## config.mk

```make
export PLATFORM = sky130hd
export DESIGN_NAME = bc_display_scan
export DESIGN_NICKNAME = d
export VERILOG_FILES = /design/src/rtl/bc_pkg.sv /design/src/rtl/bc_seg_decode.sv /design/src/rtl/bc_display_scan.sv
export SDC_FILE = /design/constraint.sdc
export NUM_CORES = 1
export LEC_CHECK = 0
export CORE_ASPECT_RATIO = 0.7
export CORE_MARGIN = 3
export CORE_UTILIZATION = 61
export DETAILED_ROUTE_END_ITERATION = 8
export GPL_ROUTABILITY_DRIVEN = 0
export GPL_TIMING_DRIVEN = 0
export PLACE_DENSITY = 0.94
export SLEW_MARGIN = 10
export SYNTH_ARGS = -nofsm -noshare
export SYNTH_HDL_FRONTEND = slang
export SYNTH_HIERARCHICAL = 1
export SYNTH_SLANG_ARGS = --single-unit
export TNS_END_PERCENT = 1
```

## constraint.sdc

```tcl
create_clock -name clock -period 8.4 [get_ports clock]
set_clock_uncertainty 0.15 [all_clocks]
set_input_delay 1.68 -clock clock [delete_from_list [all_inputs] [get_ports clock]]
set_output_delay 1.68 -clock clock [all_outputs]
set_load 0.01 [all_outputs]
```

## src/rtl/bc_pkg.sv

```systemverilog
// -----------------------------------------------------------------------------
// bc_pkg
// Shared definitions for the display path. The game FSM builds its frames from
// the same character codes, so the codes and their segment patterns live here.
//
// Contents:
//   CODE_W / SEG_W     widths of a character code and of a segment pattern
//   char_t / seg_t     convenience types for those widths
//   CH_*               character codes for the non-hex glyphs
//   SEG_*              active-low {g,f,e,d,c,b,a} patterns for those glyphs
// -----------------------------------------------------------------------------
package bc_pkg;

  localparam int CODE_W = 5;
  localparam int SEG_W  = 7;

  typedef logic [CODE_W-1:0] char_t;
  typedef logic [SEG_W-1:0]  seg_t;

  // Codes 0-15 are the hex digits themselves; 23-31 are unused and show blank.
  localparam char_t CH_BLANK = 5'd16;
  localparam char_t CH_DASH  = 5'd17;
  localparam char_t CH_P     = 5'd18;
  localparam char_t CH_L     = 5'd19;
  localparam char_t CH_U     = 5'd20;
  localparam char_t CH_N     = 5'd21;
  localparam char_t CH_R     = 5'd22;

  // Segment patterns are active-low: a 0 lights the segment.
  localparam seg_t SEG_BLANK = 7'b1111111;
  localparam seg_t SEG_DASH  = 7'b0111111;
  localparam seg_t SEG_P     = 7'b0001100;
  localparam seg_t SEG_L     = 7'b1000111;
  localparam seg_t SEG_U     = 7'b1000001;
  localparam seg_t SEG_N     = 7'b0101011;
  localparam seg_t SEG_R     = 7'b0101111;

endpackage

```

## src/rtl/bc_seg_decode.sv

```systemverilog
// -----------------------------------------------------------------------------
// bc_seg_decode
// Purely combinational character-code to 7-segment decoder.
//
// Ports:
//   code  in   5-bit character code (0-15 hex, 16 blank, 17 dash, 18-22 letters)
//   seg   out  active-low segments {g,f,e,d,c,b,a}; any unused code is blank
// -----------------------------------------------------------------------------
module bc_seg_decode
  import bc_pkg::*;
(
  input  logic [CODE_W-1:0] code,
  output logic [SEG_W-1:0]  seg
);

  // Hex digits use the usual Nexys glyphs, with b and d drawn lowercase so
  // they cannot be mistaken for 8 and 0. Everything not listed falls to blank.
  always_comb begin
    seg = SEG_BLANK;
    case (code)
      5'd0:    seg = 7'b1000000;
      5'd1:    seg = 7'b1111001;
      5'd2:    seg = 7'b0100100;
      5'd3:    seg = 7'b0110000;
      5'd4:    seg = 7'b0011001;
      5'd5:    seg = 7'b0010010;
      5'd6:    seg = 7'b0000010;
      5'd7:    seg = 7'b1111000;
      5'd8:    seg = 7'b0000000;
      5'd9:    seg = 7'b0010000;
      5'd10:   seg = 7'b0001000;
      5'd11:   seg = 7'b0000011;
      5'd12:   seg = 7'b1000110;
      5'd13:   seg = 7'b0100001;
      5'd14:   seg = 7'b0000110;
      5'd15:   seg = 7'b0001110;
      CH_DASH: seg = SEG_DASH;
      CH_P:    seg = SEG_P;
      CH_L:    seg = SEG_L;
      CH_U:    seg = SEG_U;
      CH_N:    seg = SEG_N;
      CH_R:    seg = SEG_R;
      default: seg = SEG_BLANK;
    endcase
  end

endmodule

```

## src/rtl/bc_display_scan.sv

```systemverilog
// -----------------------------------------------------------------------------
// bc_display_scan
// Time-multiplexed driver for the eight 7-segment displays. A frame arrives
// through a valid/ready handshake into a pending buffer, and is copied into the
// active buffer only at a frame boundary so a frame is never shown half-old,
// half-new. The active buffer is scanned one digit per slot onto the pins.
//
// Ports:
//   clock        in   single system clock
//   reset        in   synchronous, active-high
//   frame_chars  in   5 bits per display; [5i+4:5i] is display i (0 = rightmost)
//   frame_blink  in   bit i set makes display i blink
//   frame_valid  in   frame_chars/frame_blink are valid
//   frame_ready  out  pending buffer is empty; accepted when valid && ready
//   frame_done   out  high for the single cycle of each frame boundary
//   an           out  anode enables, active-low
//   digit        out  segments {g,f,e,d,c,b,a}, active-low, no decimal point
// -----------------------------------------------------------------------------
module bc_display_scan
  import bc_pkg::*;
#(
  parameter int NUM_DIGITS   = 8,
  parameter int REFRESH_DIV  = 100000,
  parameter int BLINK_FRAMES = 62
) (
  input  logic                     clock,
  input  logic                     reset,
  input  logic [5*NUM_DIGITS-1:0]  frame_chars,
  input  logic [NUM_DIGITS-1:0]    frame_blink,
  input  logic                     frame_valid,
  output logic                     frame_ready,
  output logic                     frame_done,
  output logic [NUM_DIGITS-1:0]    an,
  output logic [SEG_W-1:0]         digit
);

  localparam int TICK_W = (REFRESH_DIV > 1) ? $clog2(REFRESH_DIV) : 1;
  localparam int IDX_W  = (NUM_DIGITS > 1) ? $clog2(NUM_DIGITS) : 1;
  localparam int BLK_W  = $clog2(BLINK_FRAMES + 1);

  localparam logic [TICK_W-1:0] TICK_LAST = TICK_W'(REFRESH_DIV - 1);
  localparam logic [IDX_W-1:0]  IDX_LAST  = IDX_W'(NUM_DIGITS - 1);
  localparam logic [BLK_W-1:0]  BLK_LAST  = BLK_W'(BLINK_FRAMES - 1);

  localparam logic [5*NUM_DIGITS-1:0] BLANK_FRAME = {NUM_DIGITS{CH_BLANK}};

  logic [TICK_W-1:0]        tick_q, tick_d;
  logic [IDX_W-1:0]         index_q, index_d;
  logic [BLK_W-1:0]         blink_cnt_q, blink_cnt_d;
  logic                     blink_phase_q, blink_phase_d;
  logic                     pend_full_q, pend_full_d;
  logic [5*NUM_DIGITS-1:0]  pend_chars_q, pend_chars_d;
  logic [NUM_DIGITS-1:0]    pend_blink_q, pend_blink_d;
  logic [5*NUM_DIGITS-1:0]  act_chars_q, act_chars_d;
  logic [NUM_DIGITS-1:0]    act_blink_q, act_blink_d;
  logic [NUM_DIGITS-1:0]    an_q, an_d;
  logic [SEG_W-1:0]         digit_q, digit_d;

  logic                     slot_tick;
  logic                     boundary;
  logic                     accept;
  logic [CODE_W-1:0]        cur_code;
  logic [SEG_W-1:0]         cur_seg;

  // Timing skeleton: the tick counter paces the digit slots, and the last slot
  // tick of the last digit is the frame boundary where buffers swap.
  always_comb begin
    slot_tick = (tick_q == TICK_LAST);
    boundary  = slot_tick && (index_q == IDX_LAST);
    accept    = frame_valid && !pend_full_q;

    tick_d = slot_tick ? '0 : tick_q + 1'b1;

    index_d = index_q;
    if (slot_tick) begin
      index_d = (index_q == IDX_LAST) ? '0 : index_q + 1'b1;
    end
  end

  // Double buffer. Ready is derived from the pending flag, so an accept and a
  // swap can never both happen in one cycle: a swap needs pending full, an
  // accept needs it empty. A frame accepted on a boundary cycle therefore waits
  // for the following boundary.
  always_comb begin
    pend_full_d  = pend_full_q;
    pend_chars_d = pend_chars_q;
    pend_blink_d = pend_blink_q;
    act_chars_d  = act_chars_q;
    act_blink_d  = act_blink_q;

    if (boundary && pend_full_q) begin
      act_chars_d = pend_chars_q;
      act_blink_d = pend_blink_q;
      pend_full_d = 1'b0;
    end

    if (accept) begin
      pend_chars_d = frame_chars;
      pend_blink_d = frame_blink;
      pend_full_d  = 1'b1;
    end
  end

  // Blink timebase counts whole frames, so the blink edges line up with frame
  // boundaries and a blinking digit never flickers mid-frame.
  always_comb begin
    blink_cnt_d   = blink_cnt_q;
    blink_phase_d = blink_phase_q;
    if (boundary) begin
      if (blink_cnt_q == BLK_LAST) begin
        blink_cnt_d   = '0;
        blink_phase_d = !blink_phase_q;
      end else begin
        blink_cnt_d = blink_cnt_q + 1'b1;
      end
    end
  end

  // Pin drive. Anode and segments are both derived from the current index and
  // registered together, so they change on the same edge. A blinking digit in
  // its off phase keeps its segment pattern; only its anode is held off.
  always_comb begin
    cur_code = CH_BLANK;
    an_d     = '1;
    for (int i = 0; i < NUM_DIGITS; i++) begin
      if (IDX_W'(i) == index_q) begin
        cur_code = act_chars_q[5*i +: 5];
        an_d[i]  = act_blink_q[i] && blink_phase_q;
      end
    end
    digit_d = cur_seg;
  end

  bc_seg_decode u_seg_decode (
    .code (cur_code),
    .seg  (cur_seg)
  );

  // All state, including both buffers, is cleared on reset so that any frame
  // in flight is dropped and the display restarts blank.
  always_ff @(posedge clock) begin
    if (reset) begin
      tick_q        <= '0;
      index_q       <= '0;
      blink_cnt_q   <= '0;
      blink_phase_q <= 1'b0;
      pend_full_q   <= 1'b0;
      pend_chars_q  <= BLANK_FRAME;
      pend_blink_q  <= '0;
      act_chars_q   <= BLANK_FRAME;
      act_blink_q   <= '0;
      an_q          <= '1;
      digit_q       <= SEG_BLANK;
    end else begin
      tick_q        <= tick_d;
      index_q       <= index_d;
      blink_cnt_q   <= blink_cnt_d;
      blink_phase_q <= blink_phase_d;
      pend_full_q   <= pend_full_d;
      pend_chars_q  <= pend_chars_d;
      pend_blink_q  <= pend_blink_d;
      act_chars_q   <= act_chars_d;
      act_blink_q   <= act_blink_d;
      an_q          <= an_d;
      digit_q       <= digit_d;
    end
  end

  assign frame_ready = !pend_full_q;
  assign frame_done  = boundary;
  assign an          = an_q;
  assign digit       = digit_q;

endmodule

```

Word level (Yosys, flattened, before mapping)

Memories as Yosys holds them, arrays and structs flattened. A register that Yosys moved wholly into a read port is not among the register bits.
Cells that the tools add are included.

Bits in registers: 132
Bits in latches: 0
Memory bits (writable): 0
ROM bits: 224
Input port bits: 51
Output and inout port bits: 17
Logic and storage cells: 76
Memories kept: 1

Add/subtract/negate cells: 3
Multiply operators: 0
Div/mod/pow operators: 0
Magnitude comparators: 0
Equal/unequal tests: 10
Shift operators: 0
Multiplexer cells: 12
Bitwise gates (word level): 8
Reductions and logical operators: 25

Memories:

| name             | words | bits a word | read ports | clocked after memory_dff | wr ports | line                | RTL |
|---|---|---|---|---|---|---|---|
| (name not given) | 32    | 7           | 1          | 1                        | 0        | bc_seg_decode.sv:20 | `case (code)` |

Operators with widths:

| cell                    | number |
|---|---|
| $mux W5                 | 8 |
| $reduce_or A2 Y1        | 9 |
| $add A17 B1 Y17 const B | 1 |
| $eq A17 B17 Y1 const B  | 1 |
| $eq A3 B3 Y1 const A    | 4 |
| $logic_and A1 B1 Y1     | 11 |
| $not A1 Y1              | 8 |
| $add A6 B1 Y6 const B   | 1 |
| $eq A2 B3 Y1 const A    | 2 |
| $eq A6 B6 Y1 const B    | 1 |
| $mux W6                 | 1 |
| $add A3 B1 Y3 const B   | 1 |
| $eq A1 B3 Y1 const A    | 1 |
| $eq A3 B3 Y1 const B    | 1 |
| $logic_not A3 Y1        | 1 |
| $mux W3                 | 1 |
| $logic_not A1 Y1        | 2 |
| $mux W1                 | 2 |
| $reduce_and A2 Y1       | 1 |
| $reduce_bool A2 Y1      | 1 |

Depth between registers and ports, before layout

Depth after elaboration: 9
Mapped depth: 14
Mapped depth without buffers: 12

Cells and area by module

Netlist, hierarchy kept.

Modules (own cells, without submodules):

| module          | times used | cells each | area each (um^2) | seq. area each (um^2) |
|---|---|---|---|---|
| bc_display_scan | 1          | 691        | 5,759.3          | 2,782.7 |
| bc_seg_decode   | 1          | 57         | 446.7            | 0.0 |

Worst setup path before layout

Ideal clock, no wire load.

Path kind: reg-to-reg
From: register index_q[2]
To: register digit_q[5], in the netlist digit[5]
Setup time: 0.123 ns
Data arrival time: 3.197 ns
Data required time: 8.127 ns
Setup slack: 4.930 ns
Stages on the path, launching flop included: 14
Path buffers: 1
Period minus slack after synthesis: 3.470 ns
Cells stage by stage: dfxtp_1 clkbuf_1 inv_1 ha_1 or2_2 a211o_1 a221oi_1 a221o_1 inv_1 ha_1 mux2_2 o211ai_1 o221ai_1 or2_2

Cells in the longest elaborated chain, start to end: 9
Elaborated cells on any way between the ends: 16
Those cells by class: eq/ne (7); mux (8); reduce/logical (1)

Ends and longest elaborated chain:

| item                   | line                   | RTL |
|---|---|---|
| start, declared        | bc_display_scan.sv:48  | `logic [IDX_W-1:0] index_q, index_d;` |
| start signal, assigned | bc_display_scan.sv:156 | `index_q <= index_d;` |
| $logic_not A3 Y1       | bc_display_scan.sv:126 | `if (IDX_W'(i) == index_q) begin` |
| $mux W5 (7 in a row)   | bc_display_scan.sv:126 |  |
| $mux W5 (*)            | bc_display_scan.sv:126 |  |
| via cur_code[1]        | bc_display_scan.sv:62  | `logic [CODE_W-1:0] cur_code;` |
| end, declared          | bc_display_scan.sv:57  | `logic [SEG_W-1:0] digit_q, digit_d;` |

The timed path passes the listed nets; every way through them passes the cells marked *.
A chain may end at the register's enable or synchronous reset.

Final worst setup path

From: register index_q[0]
To: output frame_done

Cells in the longest elaborated chain, start to end: 2

Ends and longest elaborated chain:

| item                | line                  | RTL |
|---|---|---|
| $eq A3 B3 Y1        | bc_display_scan.sv:69 | `boundary = slot_tick && (index_q == IDX_LAST);` |
| $logic_and A1 B1 Y1 | bc_display_scan.sv:69 |  |
| end, declared       | bc_display_scan.sv:32 | `output logic frame_done,` |

Every way passes these cells.

==> run metrics <==
detailed placer's ending HPWL=11900 um; CTS sink count=139; Synth area leader=dfxtp_1; post-synth cell types=57; Setup WS post-layout=3.86 ns; layout cell share with drive strength beyond 1=0.0780; core area=0.00980 mm2; CTS max path bufs=2; vias in the first global route=5769; GR Util met3=0.0892; Initial Utilization=0.633; postcts setup bufs=0; pin count of the biggest net entering global routing=17; Post-synth EDFFs=0; setup violators final=0; H-tree depth=4; PortBufs=66; syn_area_per_cell=8.30 um2; Req. time, crit path=6.57 ns; Yosys Warn Count=6; Syn Inst Count=748; DRT Pass-1 Iters=5; GRT met2 Usage=0.468; # diodes=0; R2R Setup Slk=4.01 ns; clock root cell=clkbuf_16; Mapped Nets=816; status=finished, final reports clean; Final min period=4.54 ns; post_cts resized=0; Fin Hold WS=0.310 ns; critical path class=register to primary output; CP Cell Sequence=ha_1, ha_1, buf_2, inv_1, clkbuf_1, nor2_1, clkdlybuf4s50_1; sw frac=0.226; total negative slack=0 ns; drt drc=0; register area share after synthesis=0.448; gr usage total=0.305; crit end category=primary output; Post-synth top flop=dfxtp_1; top-count cell post-synth=dfxtp_1; total power density per cell area=195 mW/mm2; Worst path most repeated cell=ha_1; Slew Limit Fails=0; post-layout util=0.775; Max Cap Viol=0; period utilization=0.540; cts hold-fix bufs=0; die height=90.4 um; power share of the combinational group=0.051; initial antenna violation count=0; switching pwr=335 uW; Final Hold Fails=0; most used routing layer=met2; type of origin of the critical path=register; unrepaired setup endpoints after global routing=no; synthesized cell area=0.00621 mm2; leakage=2.77 nW; Yosys top cell area share=0.448; WL final=17600 um; leading post-synthesis cells by instance count=dfxtp_1 (139), nand2_1 (123), a21oi_1 (103); number of CTS-inserted buffers=17; CTS tree=yes; Worst-Margin Slew=0.631 ns; Worst Path Arrival=2.71 ns; hold crit path type=register to register; Clock Latency Late Sink=0.43 ns; IR drop worst, VDD=0.154 mV; internal power=1.15 mW; share of total power in the clock network=0.485; GRT overflow=0; Ports=68; Async SR Flop Fraction=0; share of power burned in registers=0.464; wire per inst=18.1 um; slowest CP cell=clkdlybuf4s50_1; Rows=30; Finished Layout Cells=974; FF+latch count, synth=139; DRT iter0 DRCs=853; post-route cell area=0.00759 mm2; Peak Freq=0.220 GHz; Overall Power=1.48 mW; Antenna Nets Post-Route=0; met1 Resource Use GR=0.401; Critical Path Fanout Max=10; routed vias=6035; Placed Cells incl. Taps=942; routed vias/inst=6.20; final net count=901; Worst Path Buf+Inv=4; die area=0.0114 mm2; Syn-to-layout area delta=22.3%; post-place setup slack=4.16 ns; Placed Area=0.00703 mm2; synth top area cells=dfxtp_1 (45%), a21oi_1 (8.3%), nand2_1 (7.4%), nand3_1 (4.6%), o21ai_0 (3.8%); Slew headroom=0.579; critical path's top delay family=buffers and inverters; global-route wire length before repair=28200 um; Die W=127 um; slowest stage delay, CP=0.52 ns; CTS clock-pin slew for the worst setup and hold paths=0.06 ns
worst register-to-register path, stage by stage (launching register included):
cell and delay [ns]:
dfxtp_1 0.43, clkbuf_1 0.43, inv_1 0.15, ha_1 0.36
or2_2 0.37, a211o_1 0.25, a221oi_1 0.41, a221o_1 0.39
inv_1 0.18, ha_1 0.25, mux2_2 0.27, a211oi_1 0.27
a21oi_1 0.09, or2_2 0.28
state kept, by name, indices dropped and copies added, names as in the netlist:
| signal | flops |
|---|---|
| pend_blink_q | 8 |
| an | 8 |
| tick_q | 17 |
| pend_full_q | 1 |
| act_chars_q | 40 |
| blink_cnt_q | 6 |
| act_blink_q | 8 |
| blink_phase_q | 1 |
| pend_chars_q | 40 |
| digit | 7 |
| index_q | 3 |
logic make-up (layout without fill, tap and decap cells):
family	after synthesis	count (layout)	share of synthesized area
adder cells (fa/ha/maj)	17	17	0.0343
AO/OA/AOI/OAI	205	205	0.195
multiplexers	9	9	0.0169
flip-flops	139	139	0.448
XOR/XNOR	13	13	0.0183
AND/OR/NAND/NOR	287	287	0.233
buffers and inverters	78	176	0.0540
area by class of cell:
type	count	area (um2)
fillers	642	2210
clock inverters	12	125
flip-flops and latches	139	2780
plain buffers	61	272
repair buffers	66	661
multi-input cells	531	3090
inverters	17	63.8
clock buffers	20	437
well taps	128	160
final timing paths:
path	to	from	depth (start not counted)
worst max register to register	digit[6]	index_q[2]	13
worst max-delay path	frame_done	index_q[0]	7
worst min register to register	pend_chars_q[17]	pend_chars_q[17]	2
worst min-delay path	pend_chars_q[17]	pend_chars_q[17]	2
power groups by stage:
| stage | clock network (mW) | logic [mW] | registers [mW] |
|---|---|---|---|
| final | 0.718 | 0.0757 | 0.687 |
| after global routing | 0.743 | 0.0824 | 0.688 |
| after CTS | 0.717 | 0.0745 | 0.686 |
| after detailed placement | 0 | 0.0730 | 0.700 |
| after global placement | 0 | 0.0702 | 0.699 |
| after floorplan | 0 | 0.0366 | 0.696 |
placed cells by master, fill, tap and decap left out, drive strengths merged, types with 3 or more instances in the layout:
| cell type | n |
|---|---|
| and4 | 5 |
| o31ai | 6 |
| clkbuf | 61 |
| nand4 | 6 |
| clkdlybuf4s50 | 66 |
| xor2 | 6 |
| nor2 | 26 |
| nor2b | 10 |
| mux2 | 6 |
| nor4b | 3 |
| o2bb2ai | 4 |
| xnor2 | 7 |
| inv | 17 |
| a211oi | 3 |
| a31oi | 3 |
| nor3 | 6 |
| mux2i | 3 |
| dfxtp | 139 |
| nand3b | 15 |
| nand3 | 57 |
| a221oi | 4 |
| a21oi | 103 |
| or2 | 9 |
| nand2 | 123 |
| nor3b | 3 |
| a21o | 4 |
| a22oi | 3 |
| ha | 17 |
| buf | 20 |
| a211o | 13 |
| clkinv | 10 |
| o21ai | 49 |
| and3 | 11 |
| a221o | 4 |
metal layers:
layer | part of all wire | vias up
li1 | - | 2789
met1 | 0.41 | 2831
met2 | 0.46 | 355
met3 | 0.11 | 60
met4 | 0.027 | 0
met5 | 0 | -
Power figures use the tool's default switching activity.
